**src/rtl/jam_cost_table.sv**
```systemverilog
// Cost matrix store for the job-assignment engine: streamed row-major load, then zero-latency lookup.
// Optional row-minimum lower bound is enabled by defining JAM_COST_ROW_MIN_EN.
module jam_cost_table #(
  parameter int N  = 8,
  parameter int CW = 7
) (
  input  logic          CLK,
  input  logic          RST,
  input  logic          in_valid,
  output logic          in_ready,
  input  logic [CW-1:0] in_data,
  input  logic          reload,
  input  logic [2:0]    W,
  input  logic [2:0]    J,
  output logic [CW-1:0] Cost,
  output logic [6:0]    load_count,
  output logic          table_ready,
  output logic          jam_rst,
  output logic [9:0]    lower_bound
);

  localparam int ENTRIES = N * N;
  localparam int AW      = $clog2(ENTRIES);
  localparam int CB      = $clog2(N);

  typedef enum logic {S_LOAD, S_SERVE} state_e;

  state_e        state_q, state_d;
  logic [6:0]    cnt_q, cnt_d;
  logic [CW-1:0] mem [ENTRIES];
  logic          accept;

  assign accept = (state_q == S_LOAD) && in_valid;

  always_ff @(posedge CLK) begin
    if (RST) begin
      state_q <= S_LOAD;
      cnt_q   <= '0;
    end else begin
      state_q <= state_d;
      cnt_q   <= cnt_d;
    end
  end

  always_comb begin
    state_d = state_q;
    cnt_d   = cnt_q;
    case (state_q)
      S_LOAD: if (in_valid) begin
        cnt_d = cnt_q + 7'd1;
        if (cnt_q == 7'(ENTRIES - 1)) state_d = S_SERVE;
      end
      S_SERVE: if (reload) begin
        state_d = S_LOAD;
        cnt_d   = '0;
      end
      default: state_d = S_LOAD;
    endcase
  end

  always_comb begin
    in_ready    = (state_q == S_LOAD);
    table_ready = (state_q == S_SERVE);
    jam_rst     = (state_q != S_SERVE);
    load_count  = cnt_q;
    // Engine samples Cost one cycle after driving W/J, so no read register here
    Cost        = (state_q == S_SERVE) ? mem[{W, J}] : '0;
  end

  // Storage is deliberately not reset; a new load overwrites it
  always_ff @(posedge CLK) begin
    if (accept) mem[cnt_q[AW-1:0]] <= in_data;
  end

`ifdef JAM_COST_ROW_MIN_EN
  logic [CW-1:0] min_q, min_d, row_min;
  logic [9:0]    acc_q, acc_d;
  logic          row_first, row_last;

  assign row_first = (cnt_q[CB-1:0] == '0);
  assign row_last  = (cnt_q[CB-1:0] == CB'(N - 1));

  always_comb begin
    row_min = (row_first || (in_data < min_q)) ? in_data : min_q;
    min_d   = accept ? row_min : min_q;
    acc_d   = acc_q;
    if (accept && row_last) acc_d = acc_q + 10'(row_min);
    if ((state_q == S_SERVE) && reload) acc_d = '0;
  end

  always_ff @(posedge CLK) begin
    if (RST) begin
      min_q <= '0;
      acc_q <= '0;
    end else begin
      min_q <= min_d;
      acc_q <= acc_d;
    end
  end

  assign lower_bound = acc_q;
`else
  assign lower_bound = '0;
`endif

endmodule

```
**config.mk**
```make
export PLATFORM = sky130hd
export DESIGN_NAME = jam_cost_table
export DESIGN_NICKNAME = d
export VERILOG_FILES = /design/src/rtl/jam_cost_table.sv
export SDC_FILE = /design/constraint.sdc
export NUM_CORES = 1
export LEC_CHECK = 0
export BUFFER_PORTS_ARGS = -buffer_cell sky130_fd_sc_hd__buf_2
export CORE_MARGIN = 3
export CORE_UTILIZATION = 65
export CTS_CLUSTER_SIZE = 40
export DETAILED_ROUTE_END_ITERATION = 12
export PLACE_DENSITY = 0.85
export RECOVER_POWER = 25
export SLEW_MARGIN = 20
export SYNTH_ARGS = -nofsm -noshare
export SYNTH_HDL_FRONTEND = slang
export SYNTH_SLANG_ARGS = --single-unit
```
**constraint.sdc**
```tcl
create_clock -name CLK -period 4.5 [get_ports CLK]
set_input_delay 0.225 -clock CLK [delete_from_list [all_inputs] [get_ports CLK]]
set_output_delay 0.225 -clock CLK [all_outputs]
set_load 0.02 [all_outputs]
```
==> summary.md, run 1 <==
| Metric | Value |
|---|---|
| Final hold vios | `0` |
| HPWL after detailed placement | `22.9 mm` |
| Fillers | `1407` |
| M1 wire length | `14.6 mm` |
| Nets | `937` |
| Synth Register Bits | `456` |
| CP bufs+invs | `3` |
| Synth Warn # | `0` |
| Worst EP required | `4.28 ns` |
| Critical Setup Path Class | `in -> out` |
| Cell area after synthesis | `18000 um2` |
| Die area | `29800 um2` |
| CTS resizes | `0` |
| Maxcap violations | `7` |
| Die Wd | `173 um` |
| Number of synthesized flops with an enable pin | `448` |
| Kind of end point of the critical path | `output port` |
| Crit path to | `Cost[5]` |
| Gr usage total | `27.6%` |
| Cell mode on critical path | `mux4_2` |
| Critical Path AT | `2.91 ns` |
| Max IR drop VDD | `0.000456 V` |
| WL met3 | `4.64 mm` |
| PwrDens | `439 nW/um2` |
| Critical path fanouts, max | `62` |
| Top_reg_cell synth | `edfxtp_1` |
| Reg clk slew, reported paths | `0.06 ns` |
| Slowest-stage cell, CP | `buf_6` |
| DR WL/cell | `30.5 um` |
| Vias in the first global route | `9197` |
| Critical path depth in cells | `7` |
| Pre-CTS WS | `1.38 ns` |
| Post-synth top area share | `74.6%` |
| Clock skew | `0.0212 ns` |
| Status | `finished with violations` |
| Layout area overhead | `10.3%` |
| Tmin final | `3.14 ns` |
| R2R Path End | `mem[5][2]` |
| Worst min path class | `in -> reg` |
| WL final | `40.4 mm` |
| Slowest cell delay on critical path | `0.60 ns` |
| Initial DRC count | `1534` |
| Area contributors post-synth | `edfxtp_1, mux4_2, mux2i_1` |
| Delay-heaviest family, CP | `buffers and inverters` |
| Part of the cycle the worst path needs | `69.7%` |
| I/O Buffers | `33` |
| CP cell instances | `buf_6 > buf_4 > mux4_2 > mux4_2 > a22oi_1 > o21ai_1 > buf_2` |
| Initial antenna violation count | `0` |
| GPL Wtd Cong | `0.854` |
| Slew @ Worst Pin | `3.04 ns` |
| Critical Path Source | `J[0]` |
| CP Launch Type | `primary input` |
| Post-synthesis cell count | `879` |
| Via density per instance | `6.96` |
| R2r setup slk | `1.74 ns` |
| Layout cells sized above 1 | `23.5%` |
| Post-synth cell types | `48` |
| Worst skew pair latency | `0.55 ns` |
| RSZ-0062 raised after global routing | `false` |
| First-pass GRT wire length | `60.8 mm` |
| Reg2Reg Depth | `5` |
| DRT Pass-1 Iters | `6` |
| Ant. Diodes | `0` |
| R2r startpoint | `table_ready` |
| Max Clock Freq | `319 MHz` |
| DR vias | `9217` |
| Top Ports | `44` |
| Post-DRT Antenna Nets | `0` |
| CTS tree | `built` |
| WL met2 | `19.8 mm` |
| Final setup TNS | `0 ns` |
| Setup ws final | `1.36 ns` |
| Total power | `8.73 mW` |
| Largest net degree at the start of global routing | `65` |
| DRC viols | `0` |
| Register area share after synthesis | `75.4%` |
| # rows | `60` |
| CTS sink count | `456` |
| H-tree depth | `2` |
| Clock Root Buffer | `clkbuf_16` |
| Total grt overflow | `0` |
| Die height | `173 um` |
| Failing checks | `max-capacitance violations, max-slew violations` |
| Mean post-synth cell area | `20.5 um2` |
| Num CTS Buffers | `43` |
| FFs w/ async S/R, synth | `0%` |
| Slew Limit Fails | `455` |
| Top layer in use | `met4` |
| Area leader, netlist | `edfxtp_1` |
| P_leak | `6.32 nW` |
| Final Setup Violations | `0` |
| Slew HR | `-102%` |
| Initial Util | `66.6%` |
| Worst-case clock buffer depth | `3` |
| Core box area | `27100 um2` |
-- cell type report --
cell class	count	area, um2	share of cell area, %
multi-input cells	369	4090	20.6
inverters	4	15.0	0.0754
repair buffers	45	300	1.51
flip-flops and latches	456	13600	68.4
well taps	372	465	2.34
clock inverters	28	299	1.50
clock buffers	50	1120	5.64
-- cells by family after synthesis --
| logic type | after synthesis | share of synthesized area (%) |
|---|---|---|
| flops | 456 | 75.4 |
| mux | 154 | 16.4 |
| simple gates | 139 | 3.49 |
| compound gates | 65 | 2.50 |
| buf+inv | 63 | 2.11 |
| fa+ha+maj | 1 | 0.0693 |
| other cells | 1 | 0.0208 |
-- worst min path at each step --
stage	from	end	slack, ns	depth (start not counted)
after floorplan	in_data[0]	mem[0][0]	0.32	0
after global placement	reload	load_count[6]	0.45	2
after CTS	in_valid	load_count[2]	0.01	4
after detailed placement	reload	load_count[6]	0.46	2
final	in_valid	load_count[2]	0.03	4
after global routing	in_valid	load_count[2]	0.05	4
-- synthesized netlist by cell type, drive strengths merged (3+ instances only) --
cell      n
nand3    11
mux2     12
o22ai    11
a31oi     3
nand2b    8
clkbuf   16
a21oi     8
o21ai    10
nand2    18
mux2i    32
nor2     73
buf      43
inv       4
a211oi    4
or2       3
mux4    110
a221oi   10
dfxtp     8
a22oi     4
nand4     3
edfxtp  448
nor2b    12
-- registers in the layout, indices dropped and copies added (netlist names) --
name and count:
load_count 7, table_ready 1, mem 448
-- layer usage --
metal,vias to the layer above,track usage [%]
met1,4663,40.7
met3,105,4.90
met4,0,8.92
met2,761,43.6
met5,-,0
li1,3688,-
-- report_power, final --
group | total [mW] | internal, mW | leakage [nW] | switching [mW]
sequential | 4.69 | 4.68 | 4.10 | 0.00804
combinational | 0.387 | 0.139 | 1.52 | 0.248
clock | 3.66 | 2.14 | 0.704 | 1.52
total | 8.73 | 6.96 | 6.32 | 1.78
-- per-stage QoR --
| step | hold slack, ns | instance area, um2 | std cells | util, % |
|---|---|---|---|---|
| finish | 0.0262 | 19900 | 1324 | 73.5 |
| global route | 0.0481 | 19900 | 1324 | 73.5 |
| CTS | 0.0125 | 19900 | 1324 | 73.5 |
| detailed placement | 0.463 | 18500 | 1243 | 68.1 |
| global placement | 0.454 | 18500 | 1243 | 68.1 |
| floorplan | 0.324 | 18100 | 888 | - |
-- timing repair --
action,CTS,global route
hold buffers,3,0
hold endpoints to repair,8,0
buffers inserted,0,0
-- cell usage in the layout (no fill, tap or decap), drive strengths merged, types with 2 or more instances in the layout --
cell type    synthesis  routed
mux4               110     110
inv                  4       5
nand3               11      11
mux2                12      12
nor3                 2       2
nor2                73      73
nand2b               8       8
or3                  2       2
nand2               18      18
a211oi               4       4
a22o                 2       2
and2                 2       2
a22oi                4       4
o311ai               2       2
o32ai                2       2
a221oi              10      10
buf                 43      35
nor2b               12      12
dlygate4sd3          0       3
mux2i               32      32
edfxtp             448     448
a2111oi              2       2
a21oi                8       8
bufinv               0       6
dfxtp                8       8
o21ai               10      10
conb                 1      10
and3                 2       2
clkinv               0      20
a31oi                3       3
nand4                3       3
or2                  3       3
o22ai               11      11
clkbuf              16      57
nand3b               2       2
-- tightest hold or removal path, cell delays in order --
cell	delay [ns]
buf_2	0.09
nand2_1	0.05
nand2_1	0.06
a311oi_1	0.08
Power figures use the tool's default switching activity.
==> run 2, diff against run 1 <==
--- a/config.mk
+++ b/config.mk
@@ -7,10 +7,10 @@
 export LEC_CHECK = 0
 export BUFFER_PORTS_ARGS = -buffer_cell sky130_fd_sc_hd__buf_2
 export CORE_MARGIN = 3
-export CORE_UTILIZATION = 65
+export CORE_UTILIZATION = 62
 export CTS_CLUSTER_SIZE = 40
 export DETAILED_ROUTE_END_ITERATION = 12
-export PLACE_DENSITY = 0.85
+export PLACE_DENSITY = 0.82
 export RECOVER_POWER = 25
 export SLEW_MARGIN = 20
 export SYNTH_ARGS = -nofsm -noshare
==> constraint.sdc (replaced) <==
create_clock -name CLK -period 3.08 [get_ports CLK]
set_input_delay 0.154 -clock CLK [delete_from_list [all_inputs] [get_ports CLK]]
set_output_delay 0.154 -clock CLK [all_outputs]
set_load 0.02 [all_outputs]
==> summary.md, run 2 (same netlist as run 1, synthesis figures left out) <==
| Metric | Value |
|---|---|
| Status | `finished with violations` |
| Failing checks | `max-capacitance violations, max-slew violations` |
| Hold_ws | `0.432 ns (+0.406 ns)` |
| DRC viols | `0 (unchanged)` |
| Initial antenna violation count | `1 (+1)` |
| Clock skew | `0.0197 ns (-0.00151 ns)` |
| Final setup TNS | `0 ns (unchanged)` |
| Slew Limit Fails | `455 (unchanged)` |
| WL final | `41.9 mm (+3.7%)` |
| RSZ-0062 raised after global routing | `false` |
| Largest net degree at the start of global routing | `65 (unchanged)` |
| Gr usage total | `27.8% (+0.17 points)` |
| I/O Buffers | `33 (unchanged)` |
| Die area | `31200 um2 (+4.7%)` |
| Clock Root Buffer | `clkbuf_16` |
| Layout cells sized above 1 | `27.1% (+3.5 points)` |
| Max Clock Freq | `356 MHz` |
| Critical Path AT | `2.66 ns (-0.25 ns)` |
| Layout area overhead | `12.4%` |
| GPL Wtd Cong | `0.866 (+1.3%)` |
| Fillers | `1589 (+13%)` |
| Largest register FFs | `448 (unchanged)` |
| HPWL after detailed placement | `24.5 mm (+7.0%)` |
| Critical path fanouts, max | `32 (-48%)` |
| Most common cell after layout, fill and taps aside | `edfxtp_1` |
| CP Launch Type | `primary input` |
| Final Setup Violations | `0 (unchanged)` |
| P_leak | `6.58 nW (+4.1%)` |
| Initial Util | `63.9% (-2.7 points)` |
| DRT Pass-1 Iters | `7 (+1)` |
| H-tree depth | `2 (unchanged)` |
| Storage element area | `13600 um2 (unchanged)` |
| Top Ports | `44 (unchanged)` |
| Worst skew pair latency | `0.55 ns (about the same)` |
| Worst-case clock buffer depth | `3 (unchanged)` |
| Multi-input gate area | `4080 um2 (-0.24%)` |
| Num CTS Buffers | `43 (unchanged)` |
| Part of the cycle the worst path needs | `91.2%` |
| Slew HR | `-102% (+0.13 points)` |
| Slew @ Worst Pin | `3.03 ns (-0.00197 ns)` |
| Initial DRC count | `1403 (-8.5%)` |
| Die Wd | `177 um (+2.3%)` |
| Maxcap violations | `7 (unchanged)` |
| Total power | `12.4 mW (+42%)` |
| Ant. Diodes | `0 (unchanged)` |
| Reg clk slew, reported paths | `0.06 ns (about the same)` |
| Worst min path class | `in -> reg` |
| Tmin final | `2.81 ns` |
| Setup ws final | `0.271 ns (-1.09 ns)` |
| Critical Setup Path Class | `in -> out` |
| Kind of end point of the critical path | `output port` |
| Max IR drop VDD | `0.000650 V (+43%)` |
| Final hold vios | `0 (unchanged)` |
| CTS resizes | `0 (unchanged)` |
| Post-DRT Antenna Nets | `0 (unchanged)` |
| Worst EP required | `2.93 ns (-1.35 ns)` |
| PwrDens | `611 nW/um2 (+39%)` |
| Nets | `998 (+6.5%)` |
| Die height | `177 um (+2.3%)` |
| Most frequent cells in the layout | `edfxtp_1, mux4_2, nor2_1, buf_4, clkbuf_16` |
| CTS sink count | `456 (unchanged)` |
| # rows | `61 (+1.7%)` |
| Pre-CTS WS | `0.350 ns (-1.03 ns)` |
| First-pass GRT wire length | `62.8 mm (+3.3%)` |
| Core box area | `28200 um2 (+4.2%)` |
| DR WL/cell | `30.2 um (-1.2%)` |
| Vias in the first global route | `9637 (+4.8%)` |
| DR vias | `9391 (+1.9%)` |
| Final Util | `71.8% (-1.7 points)` |
| Total grt overflow | `0 (unchanged)` |
| CTS tree | `built` |
| Via density per instance | `6.76 (-3.0%)` |
==> run 2: final timing paths <==
check                           slack (ns)     startpoint             to  depth (start not counted)
worst max-delay path                  0.27           J[0]        Cost[3]                          8
worst min-delay path                  0.43            RST  load_count[3]                          3
worst max register to register        0.35    table_ready     mem[21][4]                          4
worst min register to register        0.60  load_count[6]    table_ready                          2
==> run 2: power breakdown <==
| part | internal (mW) | switching, mW | total (mW) |
|---|---|---|---|
| sequential | 6.84 | 0.0110 | 6.85 |
| combinational | 0.223 | 0.374 | 0.596 |
| clock | 2.80 | 2.14 | 4.94 |
==> run 2: repair_timing <==
item,CTS,global route
endpoints found under the hold margin,8,0
hold buffers,4,0
setup buffers,0,0
==> run 2: cell type report <==
cell class	count	share of cell area (%)
multi-input combinational	369	20.1
clock buffer	58	5.89
tap	378	2.33
clock inverter	19	0.605
sequential	456	67.1
timing repair buffer	106	3.83
inverter	4	0.0740
==> run 2: routing by layer <==
layer  vias to the layer above  routed length [um]  global-route usage, %
met5                         -                  13                      0
met4                         2                1480                   8.94
met3                       118                4700                   5.70
met2                       639               20300                   44.0
met1                      4819               15500                   39.9
li1                       3813                   -                      -
==> run 2: critical path, stage by stage <==
cell	delay, ns
buf_6	0.40
buf_4	0.36
mux4_2	0.53
nor2b_1	0.15
a211oi_1	0.39
o21ai_0	0.18
a22o_1	0.28
buf_2	0.17
==> run 2: metrics by stage <==
| stage | instances | area [um2] |
|---|---|---|
| 3_3_place_gp | 1309 | 18900 |
| 5_1_grt | 1390 | 20300 |
| 6_report | 1390 | 20300 |
| 3_5_place_dp | 1309 | 18900 |
| 4_1_cts | 1390 | 20300 |
| 2_1_floorplan | 888 | 18100 |
==> run 3, diff against run 2 <==
--- a/config.mk
+++ b/config.mk
@@ -5,6 +5,7 @@
 export SDC_FILE = /design/constraint.sdc
 export NUM_CORES = 1
 export LEC_CHECK = 0
+export ABC_AREA = 1
 export BUFFER_PORTS_ARGS = -buffer_cell sky130_fd_sc_hd__buf_2
 export CORE_MARGIN = 3
 export CORE_UTILIZATION = 62
==> summary.md, run 3 <==
| Metric | Value |
|---|---|
| Reg2Reg Depth | `5 (+1)` |
| HPWL after detailed placement | `26.7 mm (+8.9%)` |
| Psw | `2.77 mW (+9.7%)` |
| GPL Wtd Cong | `0.902 (+4.2%)` |
| CP Launch Type | `flop` |
| Hold_ws | `0.117 ns (-0.315 ns)` |
| Total power | `12.8 mW (+3.2%)` |
| WL final | `45.7 mm (+9.0%)` |
| Post-synthesis cell count | `1650 (+88%)` |
| Worst skew pair latency | `0.54 ns (about the same)` |
| Mean post-synth cell area | `11.5 um2 (-44%)` |
| Critical path fanouts, max | `11 (-66%)` |
| Number of synthesized flops with an enable pin | `448 (unchanged)` |
| DRT Pass-1 Iters | `8 (+1)` |
| Die height | `181 um (+2.3%)` |
| Combinational share of power | `5.9% (+1.1 points)` |
| R2r startpoint | `table_ready` |
| Largest net degree at the start of global routing | `148 (+130%)` |
| Reg clk slew, reported paths | `0.06 ns (about the same)` |
| Status | `finished with violations` |
| Top_reg_cell synth | `edfxtp_1` |
| CTS resizes | `0 (unchanged)` |
| Register area share after synthesis | `72.0% (-3.4 points)` |
| Worst min path class | `in -> reg` |
| First-pass GRT wire length | `69.9 mm (+11%)` |
| # rows | `63 (+3.3%)` |
| Hold Crit Depth | `5 (+2)` |
| Initial Util | `63.2% (-0.65 points)` |
| Fillers | `1989 (+25%)` |
| Most common cell after layout, fill and taps aside | `nand2_1` |
| Synth Register Bits | `456 (unchanged)` |
| Clock power share | `40.6% (+0.7 points)` |
| Area contributors post-synth | `edfxtp_1, nand2_1, nand3_1` |
| Worst-case clock buffer depth | `3 (unchanged)` |
| Most frequent cells in the layout | `nand2_1, edfxtp_1, nand3_1, nor2_1, clkbuf_16` |
| Kind of end point of the critical path | `flop` |
| Post-synth cell types | `27 (-44%)` |
| R2r setup slk | `0.35 ns (about the same)` |
| Final Non-Filler Cells | `2083 (+50%)` |
| Num CTS Buffers | `43 (unchanged)` |
| Top Ports | `44 (unchanged)` |
| Initial antenna violation count | `0 (-1)` |
| Slew Limit Fails | `227 (-50%)` |
| Core box area | `29900 um2 (+5.8%)` |
| P_leak | `7.45 nW (+13%)` |
| H-tree depth | `2 (unchanged)` |
| RSZ-0062 raised after global routing | `false` |
| Critical Path Source | `table_ready` |
| Sequential Power Share | `53.5% (-1.8 points)` |
| Slowest cell delay on critical path | `0.66 ns (+0.13 ns)` |
| Placed cell area | `19300 um2 (+1.8%)` |
| Max IR drop VDD | `0.000593 V (-8.8%)` |
| Clock Root Buffer | `clkbuf_16` |
| Setup ws final | `0.355 ns (+0.0839 ns)` |
| Slew HR | `-17.9% (+84 points)` |
| Part of the cycle the worst path needs | `88.5% (-2.7 points)` |
| FFs w/ async S/R, synth | `0% (unchanged)` |
| Slew @ Worst Pin | `1.77 ns (-1.27 ns)` |
| Worst EP required | `3.25 ns (+0.32 ns)` |
| Total grt overflow | `0 (unchanged)` |
| Nets | `1680 (+68%)` |
| Pre-CTS WS | `0.552 ns (+0.203 ns)` |
| Layout area overhead | `9.28%` |
| Hold EP | `load_count[5]` |
| Final hold vios | `0 (unchanged)` |
| Dpl cells | `2005 (+53%)` |
| DRC viols | `0 (unchanged)` |
| DR WL/cell | `21.9 um (-27%)` |
| Layout cells sized above 1 | `7.44% (-20 points)` |
| Clock skew | `0.0156 ns (-0.00406 ns)` |
| Synth top cells by count | `nand2_1, edfxtp_1, nand3_1` |
| Via density per instance | `6.16 (-8.8%)` |
| Failing checks | `max-capacitance violations, max-slew violations` |
| I/O Buffers | `33 (unchanged)` |
| Switch share | `21.7% (+1.3 points)` |
| Critical Setup Path Class | `reg -> reg` |
| Critical Path AT | `2.89 ns (+0.23 ns)` |
| Post-DRT Antenna Nets | `0 (unchanged)` |
| Cell area after synthesis | `18900 um2 (+4.7%)` |
| Gr usage total | `27.7% (-0.056 points)` |
| PwrDens | `619 nW/um2 (+1.3%)` |
| Maxcap violations | `5 (-2)` |
| Multi-input gate area | `4570 um2 (+12%)` |
| Ant. Diodes | `0 (unchanged)` |
| CTS tree | `built` |
| Final Util | `69.1% (-2.7 points)` |
| Pint | `10.0 mW (+1.5%)` |
| Post-synth top area share | `71.2% (-3.4 points)` |
| Initial DRC count | `1654 (+18%)` |
| DR vias | `12837 (+37%)` |
| Count leader, synth | `nand2_1` |
| Largest register FFs | `448 (unchanged)` |
| Area leader, netlist | `edfxtp_1` |
| Die area | `32600 um2 (+4.6%)` |
| Die Wd | `181 um (+2.3%)` |
| Final Setup Violations | `0 (unchanged)` |
| Max Clock Freq | `367 MHz (+3.1%)` |
| Slowest-stage cell, CP | `nor2_1` |
| Tmin final | `2.73 ns (-0.0839 ns)` |
| Storage element area | `13600 um2 (unchanged)` |
| Worst hold start | `in_valid` |
| R2R Path End | `mem[10][0]` |
| Final setup TNS | `0 ns (unchanged)` |
| Post-Layout Inst Area | `20600 um2 (+1.8%)` |
| CTS sink count | `456 (unchanged)` |
| Vias in the first global route | `12540 (+30%)` |
| CP cell instances | `clkinv_1 > nand2_1 > nor2_1 > nand2_1 > nor2_1` |
| Synth Warn # | `0 (unchanged)` |
[run 3: cell count changes in the layout (fill, tap and decap cells not counted), moves of 7 or more]
| cell | previous run | this run |
|---|---|---|
| o22ai_1 | 11 | 1 |
| inv_1 | 2 | 16 |
| nand2_1 | 18 | 573 |
| o21ai_0 | 8 | 1 |
| nand3_1 | 11 | 387 |
| mux2i_1 | 32 | 0 |
| mux4_2 | 105 | 0 |
| clkbuf_1 | 17 | 9 |
| a221oi_1 | 10 | 0 |
| nand2b_1 | 8 | 0 |
| nor2b_1 | 12 | 0 |
| buf_4 | 67 | 26 |
| mux2_2 | 12 | 0 |
[run 3: cell families (layout without fill, tap and decap cells)]
family          Yosys count  count (layout)  share of synthesized area, %
simple gates           1041            1041                          23.4
other cells               1              10                        0.0198
flops                   456             456                          72.0
compound gates           19              19                         0.556
buf+inv                 132             166                          3.93
fa+ha+maj                 1               1                        0.0662
[run 3: area by class of cell]
type / instances / area share, %
clock buffers: 50 / 5.54
clock inverters: 26 / 1.14
inverters: 23 / 0.448
multi-input cells: 1071 / 22.1
flip-flops and latches: 456 / 65.9
well taps: 390 / 2.36
repair buffers: 67 / 2.43
[run 3: routing by layer]
metal	routed length [um]	track usage, %
met1	16600	37.7
met2	21900	45.0
met3	5100	4.50
met4	2050	12.1
met5	0	0
[run 3: repair_timing]
action | CTS | global route
hold buffers | 2 | 0
setup buffers | 0 | 0
endpoints found under the hold margin | 8 | 0
[run 3: how the worst max path moves through the flow]
stage                       endpoint  slack [ns]  depth (start not counted)
after floorplan           mem[44][0]        0.78                          5
after global placement    mem[54][6]        0.59                          5
after detailed placement  mem[10][0]        0.55                          5
after CTS                 mem[10][0]        0.53                          5
after global routing      mem[29][0]        0.26                          6
final                     mem[10][0]        0.35                          5
[run 3: power groups by stage]
stage | logic, mW | clock network, mW | registers (mW)
2_1_floorplan | 0.461 | 0 | 6.97
3_5_place_dp | 0.730 | 0 | 6.97
4_1_cts | 0.740 | 5.21 | 6.84
3_3_place_gp | 0.712 | 0 | 6.97
5_1_grt | 0.813 | 5.45 | 6.84
6_report | 0.751 | 5.19 | 6.84
[run 3: critical path, delay by kind of cell, from the launching register on]
| family | cells | cell delay [ns] |
|---|---|---|
| buffers and inverters | 1 | 0.33 |
| DFF | 1 | 0.32 |
| and+or+nand+nor | 4 | 1.68 |
